### config.mk
export PLATFORM = sky130hd
export DESIGN_NAME = reg_read_arbiter
export DESIGN_NICKNAME = d
export VERILOG_FILES = /design/src/rtl/reg_read_arbiter.sv
export SDC_FILE = /design/constraint.sdc
export NUM_CORES = 1
export LEC_CHECK = 0
export ABC_AREA = 1
export BUFFER_PORTS_ARGS = -buffer_cell sky130_fd_sc_hd__buf_4
export CAP_MARGIN = 20
export CORE_AREA = 2 2 102 104
export CTS_CLUSTER_DIAMETER = 100
export CTS_CLUSTER_SIZE = 28
export DETAILED_ROUTE_END_ITERATION = 8
export DIE_AREA = 0 0 104 106
export GPL_TIMING_DRIVEN = 0
export PLACE_DENSITY = 0.8
export SLEW_MARGIN = 5
export SYNTH_ARGS = -nofsm -noshare
export SYNTH_HDL_FRONTEND = slang
export SYNTH_SLANG_ARGS = --single-unit
### constraint.sdc
create_clock -name clk -period 2.2 [get_ports clk]
set_clock_uncertainty 0.05 [all_clocks]
set_input_delay 0.22 -clock clk [delete_from_list [all_inputs] [get_ports clk]]
set_output_delay 0.22 -clock clk [all_outputs]
set_load 0.01 [all_outputs]
### src/rtl/reg_read_arbiter.sv
// Two-requester arbiter for the register file's operand-query port pair.
// Define ARB_RR_EN for round-robin tie-breaking; otherwise requester 0 has fixed priority.
module reg_read_arbiter #(
   parameter int REG_W  = 5,
   parameter int DATA_W = 32,
   parameter int ROB_W  = 4
) (
   input  logic              clk,
   input  logic              rst_n,
   input  logic              rdy,
   input  logic              rollback,
   input  logic              req_v0,
   input  logic              req_v1,
   input  logic [REG_W-1:0]  req_rs1_0,
   input  logic [REG_W-1:0]  req_rs2_0,
   input  logic [REG_W-1:0]  req_rs1_1,
   input  logic [REG_W-1:0]  req_rs2_1,
   output logic              gnt0,
   output logic              gnt1,
   output logic [REG_W-1:0]  rf_rs1,
   output logic [REG_W-1:0]  rf_rs2,
   input  logic              rf_rs1_rdy,
   input  logic              rf_rs2_rdy,
   input  logic [DATA_W-1:0] rf_val1,
   input  logic [DATA_W-1:0] rf_val2,
   input  logic [ROB_W-1:0]  rf_rob_pos1,
   input  logic [ROB_W-1:0]  rf_rob_pos2,
   output logic              rsp_v,
   output logic              rsp_id,
   output logic              rsp_rs1_rdy,
   output logic              rsp_rs2_rdy,
   output logic [DATA_W-1:0] rsp_val1,
   output logic [DATA_W-1:0] rsp_val2,
   output logic [ROB_W-1:0]  rsp_rob_pos1,
   output logic [ROB_W-1:0]  rsp_rob_pos2
);

   logic              r_sel_v, r_sel_id, r_last_gnt;
   logic [REG_W-1:0]  r_sel_rs1, r_sel_rs2;
   logic              r_rsp_v, r_rsp_id, r_rsp_rdy1, r_rsp_rdy2;
   logic [DATA_W-1:0] r_rsp_val1, r_rsp_val2;
   logic [ROB_W-1:0]  r_rsp_pos1, r_rsp_pos2;

   logic w_en, w_acc, w_win, w_tie_pick, w_x0_1, w_x0_2;

`ifdef ARB_RR_EN
   assign w_tie_pick = ~r_last_gnt;
`else
   // last_gnt is kept up to date but never steers a fixed-priority tie
   assign w_tie_pick = r_last_gnt & 1'b0;
`endif

   assign w_en  = rst_n & rdy & ~rollback;
   assign w_win = (req_v0 & req_v1) ? w_tie_pick : req_v1;
   assign w_acc = w_en & (req_v0 | req_v1);
   assign gnt0  = w_acc & ~w_win;
   assign gnt1  = w_acc & w_win;

   assign rf_rs1 = r_sel_v ? r_sel_rs1 : '0;
   assign rf_rs2 = r_sel_v ? r_sel_rs2 : '0;
   assign w_x0_1 = (rf_rs1 == '0);
   assign w_x0_2 = (rf_rs2 == '0);

   always_ff @(posedge clk or negedge rst_n) begin
      if (!rst_n) begin
         r_sel_v    <= 1'b0;
         r_sel_id   <= 1'b0;
         r_sel_rs1  <= '0;
         r_sel_rs2  <= '0;
         r_last_gnt <= 1'b1;
         r_rsp_v    <= 1'b0;
         r_rsp_id   <= 1'b0;
         r_rsp_rdy1 <= 1'b0;
         r_rsp_rdy2 <= 1'b0;
         r_rsp_val1 <= '0;
         r_rsp_val2 <= '0;
         r_rsp_pos1 <= '0;
         r_rsp_pos2 <= '0;
      end else if (rollback) begin
         // in-flight requests are dropped; rollback wins over a stalled rdy
         r_sel_v    <= 1'b0;
         r_rsp_v    <= 1'b0;
         r_last_gnt <= 1'b1;
      end else if (rdy) begin
         r_sel_v <= w_acc;
         if (w_acc) begin
            r_sel_id   <= w_win;
            r_sel_rs1  <= w_win ? req_rs1_1 : req_rs1_0;
            r_sel_rs2  <= w_win ? req_rs2_1 : req_rs2_0;
            r_last_gnt <= w_win;
         end
         r_rsp_v    <= r_sel_v;
         r_rsp_id   <= r_sel_id;
         r_rsp_rdy1 <= w_x0_1 | rf_rs1_rdy;
         r_rsp_rdy2 <= w_x0_2 | rf_rs2_rdy;
         r_rsp_val1 <= w_x0_1 ? '0 : rf_val1;
         r_rsp_val2 <= w_x0_2 ? '0 : rf_val2;
         r_rsp_pos1 <= w_x0_1 ? '0 : rf_rob_pos1;
         r_rsp_pos2 <= w_x0_2 ? '0 : rf_rob_pos2;
      end
   end

   assign rsp_v        = r_rsp_v;
   assign rsp_id       = r_rsp_id;
   assign rsp_rs1_rdy  = r_rsp_rdy1;
   assign rsp_rs2_rdy  = r_rsp_rdy2;
   assign rsp_val1     = r_rsp_val1;
   assign rsp_val2     = r_rsp_val2;
   assign rsp_rob_pos1 = r_rsp_pos1;
   assign rsp_rob_pos2 = r_rsp_pos2;

endmodule
==> results of run 1 <==
==> worst max path at each step <==
stage / start / to / slack [ps] / cells after the start
2_1_floorplan: r_sel_v$_DFFE_PN0P_ / rsp_val2[22]$_DFFE_PN0P_ / 990 / 6
5_1_grt: rst_n / gnt0 / 70 / 7
6_report: rst_n / gnt0 / 190 / 7
4_1_cts: rst_n / gnt0 / 6 / 5
3_3_place_gp: rst_n / gnt0 / 60 / 5
3_5_place_dp: rst_n / gnt0 / 10 / 5
==> critical path, delay by kind of cell <==
family	cells	cell delay, ps
buffers and inverters	5	1310
AND/OR/NAND/NOR	2	190
==> cell type report <==
| type | count | area, sq um | share of cell area (%) |
|---|---|---|---|
| Clock buffer | 11 | 151 | 2.60 |
| Clock inverter | 5 | 103 | 1.76 |
| Inverter | 15 | 56.3 | 0.967 |
| Tap cell | 136 | 170 | 2.92 |
| Multi-Input combinational cell | 316 | 1420 | 24.3 |
| Buffer | 28 | 193 | 3.31 |
| Sequential cell | 88 | 2200 | 37.8 |
| Timing Repair Buffer | 193 | 1530 | 26.3 |
==> synth_stat cells <==
cell and count:
clkbuf_1 3, buf_6 7, buf_2 13, nor2_8 2, nand3_4 2, nor2_4 1, nand3_1 12, nor2_1 6
nand4_1 1, nand2_2 10, nor2_2 3, inv_1 14, o21ai_0 25, o21ai_1 60, inv_2 1, or2_2 2
buf_4 5, nand2_1 192, dfrtp_1 88
==> power by group through the flow <==
stage / logic (mW) / clock network [mW] / registers, mW
2_1_floorplan: 0.354 / 0 / 2.00
5_1_grt: 1.06 / 1.47 / 1.94
3_3_place_gp: 0.928 / 0 / 1.93
4_1_cts: 0.949 / 1.42 / 1.91
6_report: 0.964 / 1.39 / 1.91
3_5_place_dp: 0.948 / 0 / 1.94
==> metal layers <==
| layer | up-vias | track usage (%) | share of wire (%) |
|---|---|---|---|
| met5 | - | 0 | 0 |
| met4 | 0 | 7.63 | 1.7 |
| met3 | 17 | 4.84 | 6.4 |
| met2 | 136 | 33.3 | 50 |
| met1 | 1766 | 24.3 | 42 |
| li1 | 1826 | - | - |
==> state kept, by name, indices dropped and copies added (netlist names) <==
name          cells
rsp_val1         32
rsp_val2         32
r_sel_rs1         5
r_sel_rs2         5
rsp_rob_pos1      4
rsp_rob_pos2      4
r_sel_id          1
r_sel_v           1
rsp_id            1
rsp_rs1_rdy       1
rsp_rs2_rdy       1
rsp_v             1
==> through the flow <==
step	power (mW)	worst slack, ps
2_1_floorplan	2.35	992
3_3_place_gp	2.86	59.0
5_1_grt	4.47	75.0
3_5_place_dp	2.89	12.6
6_report	4.27	193
4_1_cts	4.28	5.50
==> kinds of logic after synthesis <==
family          synth area share (%)
buf+inv                         6.44
simple gates                    25.6
compound gates                  11.0
flops                           57.0
==> metrics.csv, run 1 <==
metric,value,unit
DRT iter0 DRCs,150,
vias in the first global route,3608,
CORE AREA,10000,sq um
TritonCTS Buffers,9,
Clock Path Buffers,2,
Seq cells post-synth,88,
reg2reg end,rsp_rs2_rdy$_DFFE_PN0P_,
Logic pwr share,22.6,%
most frequent CP cell,buf_4,
Power Internal,3.10,mW
post-route cell area,5820,sq um
most frequent cells in the layout,"nand2_1, buf_4, dfrtp_1",
# DRC,0,
Power Density,733,nW/um^2
Worst-Margin Slew,502,ps
Chip Width,104,um
CTS tree,done,
grt total ovfl,0,
final WL,11000,um
Sequential Power Share,44.8,%
CTS sink count,88,
DP HPWL,8070,um
synth top area cells,"dfrtp_1, nand2_1, o21ai_1, o21ai_0, buf_6",
share of cells above drive strength 1,38.6,%
Tot GR Track Use,19.7,%
max-slew violations,0,
period utilization,91.2,%
DR vias/cell,4.73,
routed vias,3745,
largest area contributor in the netlist,dfrtp_1,
Final setup viols,0,
Worst EP arrival,1740,ps
post-synth top area share,57.0,%
H-Tree Depth,3,
reg2reg setup slack,810,ps
CP Capture Type,output pin,
synth warn,0,
Critical Path Start Type,input pin,
worst hold start,rf_val2[21],
Starting Density,38.7,%
R2R cell count,7,
required time of the worst setup path,1930,ps
DR pass1 iterations,6,
hold_buf cts,0,
worst-skew pair later-pin latency,350,ps
area grow syn2layout,50.6,%
min Tclk post-route,2010,ps
Layout Cells excl Fill,792,
worst hold path type,in2reg,
CP max stage delay,530,ps
Leakage,3.06,nW
post-synthesis net count,547,
largest net degree at the start of global routing,91,
initial antenna violation count,0,
post_cts resized,0,
RSZ-0062 raised after global routing,no,
height of the die,106,um
std cell rows,37,
Crit Path Max Fanout,10,
WHS Path Cells,3,
setup bufs post-CTS,0,
Mapped Cells,447,
placed instance area,5440,sq um
WS Path Type,in2out,
post-route ant nets,0,
Ant. Diodes,0,
Switching Fraction,27.4,%
Die Area,11000,sq um
Routed wire per std cell,13.9,um
gpl congestion,0.837,
RR Startpoint,r_sel_v$_DFFE_PN0P_,
max frequency,498,MHz
status,finished clean,
synthesized area per cell,8.65,sq um
post-synthesis sequential area ratio,57.0,%
root buf cell,clkbuf_8,
slowest CP cell,dlygate4sd3_1,
net switching power,1.17,mW
clock transition at the registers of the reported paths,90,ps
crit path cell chain,dlygate4sd3_1 > buf_4 > buf_16 > nand2_1 > clkbuf_1 > nor2_1 > buf_4,
TNS Setup,0,ps
first-pass GRT wire length,17500,um
I/O Buffers,187,
Fill cells,900,
synthesized area,3870,sq um
Final Hold Viols,0,
I/O pin cnt,188,
Hold Crit Endpoint,rsp_val2[21]$_DFFE_PN0P_,
WHS,63.8,ps
number of max-cap violations,0,
placed instance count,770,
worst rel slew slack,66.5,%
Yosys cell types,19,
Max VDD drop,0.395,mV
Clock Power Share,32.6,%
Final #Nets,751,
final core occ,58.2,%
Power figures use the tool's default switching activity.
==> run 2, diff against run 1 <==
- BUFFER_PORTS_ARGS: -buffer_cell sky130_fd_sc_hd__buf_4 -> -buffer_cell sky130_fd_sc_hd__buf_2
- CTS_BUF_LIST: default -> sky130_fd_sc_hd__clkbuf_8
==> metrics.csv, run 2 (synthesis gave the netlist of run 1 again) <==
metric,value,unit
largest net degree at the start of global routing,51,
max frequency,488,MHz
required time of the worst setup path,1930,ps
Power Density,755,nW/um^2
Final Hold Viols,0,
Crit Path Max Fanout,50,
setup bufs post-CTS,0,
status,finished clean,
crit path cell chain,dlygate4sd3_1 > buf_4 > buf_16 > nand2_1 > nor2_1 > buf_2,
final WL,10600,um
grt met2 use,33.5,%
TritonCTS Buffers,9,
std cell rows,37,
DR pass1 iterations,5,
area grow syn2layout,36.0,%
Leakage,2.92,nW
"commonest non-fill, non-tap cell in the layout",buf_2,
Tot GR Track Use,19.8,%
CORE AREA,10000,sq um
slowest CP cell,dlygate4sd3_1,
CP Capture Type,output pin,
number of max-cap violations,0,
worst rel slew slack,65.7,%
worst-skew pair later-pin latency,340,ps
Max VDD drop,0.385,mV
max-slew violations,0,
Routed wire per std cell,13.4,um
first-pass GRT wire length,17700,um
clock transition at the registers of the reported paths,90,ps
Final #Nets,747,
I/O Buffers,187,
root buf cell,clkbuf_8,
DRT iter0 DRCs,230,
gpl congestion,0.825,
busiest grt layer,met2,
period utilization,93.2,%
most frequent cells in the layout,"buf_2, nand2_1, dfrtp_1",
min Tclk post-route,2050,ps
CTS tree,done,
post-route ant nets,0,
Clock Path Buffers,2,
# DRC,0,
Starting Density,38.7,%
Worst-Margin Slew,515,ps
Worst EP arrival,1780,ps
initial antenna violation count,0,
CP max stage delay,530,ps
WS Path Type,in2out,
Ant. Diodes,0,
Fill cells,996,
routed vias,3699,
met3 usage,4.97,%
post_cts resized,0,
Final setup viols,0,
DR vias/cell,4.69,
Chip Width,104,um
height of the die,106,um
placed instance count,771,
Layout Cells excl Fill,788,
H-Tree Depth,3,
RSZ-0062 raised after global routing,no,
met1 usage,25.3,%
CTS sink count,88,
I/O pin cnt,188,
vias in the first global route,3647,
Die Area,11000,sq um
share of cells above drive strength 1,38.5,%
worst hold path type,in2reg,
DP HPWL,8120,um
Pwr Total,3.97,mW
grt total ovfl,0,
Critical Path Start Type,input pin,
## run 2: changes by cell type in the layout (fill, tap and decap cells not counted)
cell	delta
buf_16	-3
clkinv_2	-1
bufinv_16	-1
clkinvlp_4	+1
buf_12	+1
clkinv_4	+2
buf_4	-186
clkbuf_8	-1
clkbuf_1	-1
buf_2	+186
dlygate4sd3_1	-1
## run 2: cell type report
type / count / area (sq um) / area share, %
Clock buffer: 10 / 138 / 2.62
Inverter: 15 / 56.3 / 1.07
Sequential cell: 88 / 2200 / 41.9
Clock inverter: 6 / 92.6 / 1.76
Multi-Input combinational cell: 316 / 1420 / 26.9
Buffer: 27 / 189 / 3.59
Timing Repair Buffer: 190 / 996 / 18.9
Tap cell: 136 / 170 / 3.24
## run 2: through the flow
stage	setup TNS (ps)	utilization, %	area [sq um]	hold slack (ps)	setup slack (ps)
global route	0	52.6	5260	39.0	35.2
detailed placement	0	50.0	5000	192	226
CTS	0	52.6	5260	33.2	59.2
finish	0	52.6	5260	57.4	149
floorplan	0	-	3870	-126	992
global placement	-6730	49.7	4970	414	-622
## run 2: worst max-delay path: cells and delay by family
kind / cells / cell delay [ps]
simple gates: 2 / 480
buf+inv: 4 / 1080
## run 2: timing repair
action / in CTS / in global routing
hold endpoints to repair: 40 / 0
endpoints found under the setup margin: 0 / 1
hold buffers: 2 / 0
## run 2: report_power, final
| group | internal (mW) | leakage (nW) | switching, mW |
|---|---|---|---|
| sequential | 1.80 | 1.18 | 0.102 |
| clock | 0.674 | 0.109 | 0.576 |
| combinational | 0.340 | 1.63 | 0.474 |
| total | 2.82 | 2.92 | 1.15 |
## run 2: final timing paths
kind,depth (start not counted),start,to,slack (ps)
max,6,rst_n,gnt0,150
min,3,rf_val1[3],rsp_val1[3]$_DFFE_PN0P_,60
max reg2reg,6,r_sel_v$_DFFE_PN0P_,rsp_val2[7]$_DFFE_PN0P_,780
min reg2reg,2,rsp_val1[14]$_DFFE_PN0P_,rsp_val1[14]$_DFFE_PN0P_,430
max in group asynchronous,3,rst_n,rsp_rob_pos1[0]$_DFFE_PN0P_,1500
min in group asynchronous,3,rst_n,rsp_val1[8]$_DFFE_PN0P_,340
## run 2: routing by layer
metal  share of wire, %  routed length, um  vias to the layer above
met2                 50               5240                      149
met1                 42               4440                     1717
li1                   -                  -                     1820
met3                6.9                726                       13
met5                  0                  0                        -
met4                1.4                145                        0
==> run 3, diff against run 2 <==
- CORE_AREA: 2 2 102 104 -> 2 2 97 99
- DIE_AREA: 0 0 104 106 -> 0 0 99 101
- PLACE_DENSITY: 0.8 -> 0.86
==> metrics.csv, run 3 (synthesis gave the netlist of run 1 again) <==
metric,value,unit
status,finished clean,
post_cts resized,0,
R2R cell count,6,
CTS tree,done,
std cell rows,35,
max-slew violations,0,
Chip Width,99,um
Tot GR Track Use,21.5,%
vias in the first global route,3681,
final WL,10500,um
root buf cell,clkbuf_8,
WS Path Type,in2out,
WHS Path Cells,3,
initial antenna violation count,0,
Worst-Margin Slew,561,ps
grt total ovfl,0,
DP HPWL,8140,um
Max VDD drop,0.395,mV
TritonCTS Buffers,9,
CP Capture Type,output pin,
number of max-cap violations,0,
placed instance count,746,
reg2reg end,rsp_val2[24]$_DFFE_PN0P_,
DR vias/cell,4.93,
min Tclk post-route,1880,ps
area grow syn2layout,35.4,%
DRT iter0 DRCs,128,
RR Startpoint,r_sel_v$_DFFE_PN0P_,
period utilization,85.3,%
Leakage,2.93,nW
worst hold start,rf_val2[18],
CORE AREA,8980,sq um
worst rel slew slack,62.6,%
DR pass1 iterations,4,
Final Hold Viols,0,
# DRC,0,
largest net degree at the start of global routing,47,
RSZ-0062 raised after global routing,no,
routed vias,3761,
Clock Path Buffers,2,
"commonest non-fill, non-tap cell in the layout",buf_2,
CTS sink count,88,
Final setup viols,0,
Hold Crit Endpoint,rsp_val2[18]$_DFFE_PN0P_,
clock transition at the registers of the reported paths,90,ps
Die Area,10000,sq um
H-Tree Depth,3,
Layout Cells excl Fill,763,
Worst EP arrival,1610,ps
Ant. Diodes,0,
required time of the worst setup path,1930,ps
Pwr Total,4.03,mW
Crit Path Max Fanout,10,
worst-skew pair later-pin latency,340,ps
max frequency,533,MHz
reg2reg setup slack,800,ps
share of cells above drive strength 1,38.2,%
I/O pin cnt,188,
I/O Buffers,187,
Critical Path Start Type,input pin,
Final #Nets,748,
post-route ant nets,0,
most frequent cells in the layout,"buf_2, nand2_1, dfrtp_1",
Starting Density,43.1,%
worst hold path type,in2reg,
first-pass GRT wire length,17200,um
Power Density,769,nW/um^2
TNS Setup,0,ps
gpl congestion,0.838,
Routed wire per std cell,13.8,um
height of the die,101,um
## run 3: cell count changes in the layout (fill, tap and decap cells not counted), sizes merged
| cell | before | now |
|---|---|---|
| bufinv | 2 | 3 |
| clkinv | 2 | 1 |
| clkinvlp | 2 | 1 |
| inv | 15 | 16 |
## run 3: stage by stage
| stage | setup slack (ps) | utilization, % | hold slack [ps] | area, sq um |
|---|---|---|---|---|
| 2_1_floorplan | 992 | - | -126 | 3870 |
| 3_3_place_gp | -645 | 55.0 | 415 | 4940 |
| 3_5_place_dp | 456 | 55.3 | 235 | 4960 |
| 4_1_cts | 362 | 58.3 | 37.1 | 5240 |
| 5_1_grt | 286 | 58.3 | 40.5 | 5240 |
| 6_report | 323 | 58.3 | 59.1 | 5240 |
## run 3: what timing repair did
item	4_1_cts	5_1_grt
buffers inserted	0	0
endpoints found under the setup margin	0	0
hold buffers	2	0
endpoints found under the hold margin	46	0
## run 3: how the worst max path moves through the flow
| stage | to | from |
|---|---|---|
| global route | gnt0 | rst_n |
| finish | gnt0 | rst_n |
| global placement | gnt0 | rst_n |
| CTS | gnt0 | rst_n |
| detailed placement | gnt0 | rst_n |
| floorplan | rsp_val2[22]$_DFFE_PN0P_ | r_sel_v$_DFFE_PN0P_ |
## run 3: critical path, cell delays in order
cell           delay (ps)
dlygate4sd3_1         530
buf_4                 170
nand2_1               120
clkbuf_1              340
nor2_1                 70
buf_2                 150
## run 3: area by class of cell
cell class | count | area [sq um]
fillers | 800 | 3740
flip-flops and latches | 88 | 2200
multi-input cells | 316 | 1420
repair buffers | 190 | 996
plain buffers | 28 | 193
well taps | 111 | 139
clock buffers | 9 | 124
clock inverters | 6 | 110
inverters | 15 | 56.3
## run 3: metal layers
| layer | part of all wire [%] | wire, um | GRT usage, % |
|---|---|---|---|
| met4 | 1.7 | 178 | 8.64 |
| met1 | 40 | 4250 | 26.0 |
| met3 | 6.9 | 721 | 4.09 |
| met2 | 51 | 5360 | 37.7 |
| met5 | 0 | 0 | 0 |
## run 3: power breakdown
group          switching [mW]  internal (mW)  total [mW]
Combinational           0.474          0.340       0.814
Clock                   0.563          0.747        1.31
Sequential              0.100           1.80        1.90
Total                    1.14           2.89        4.03
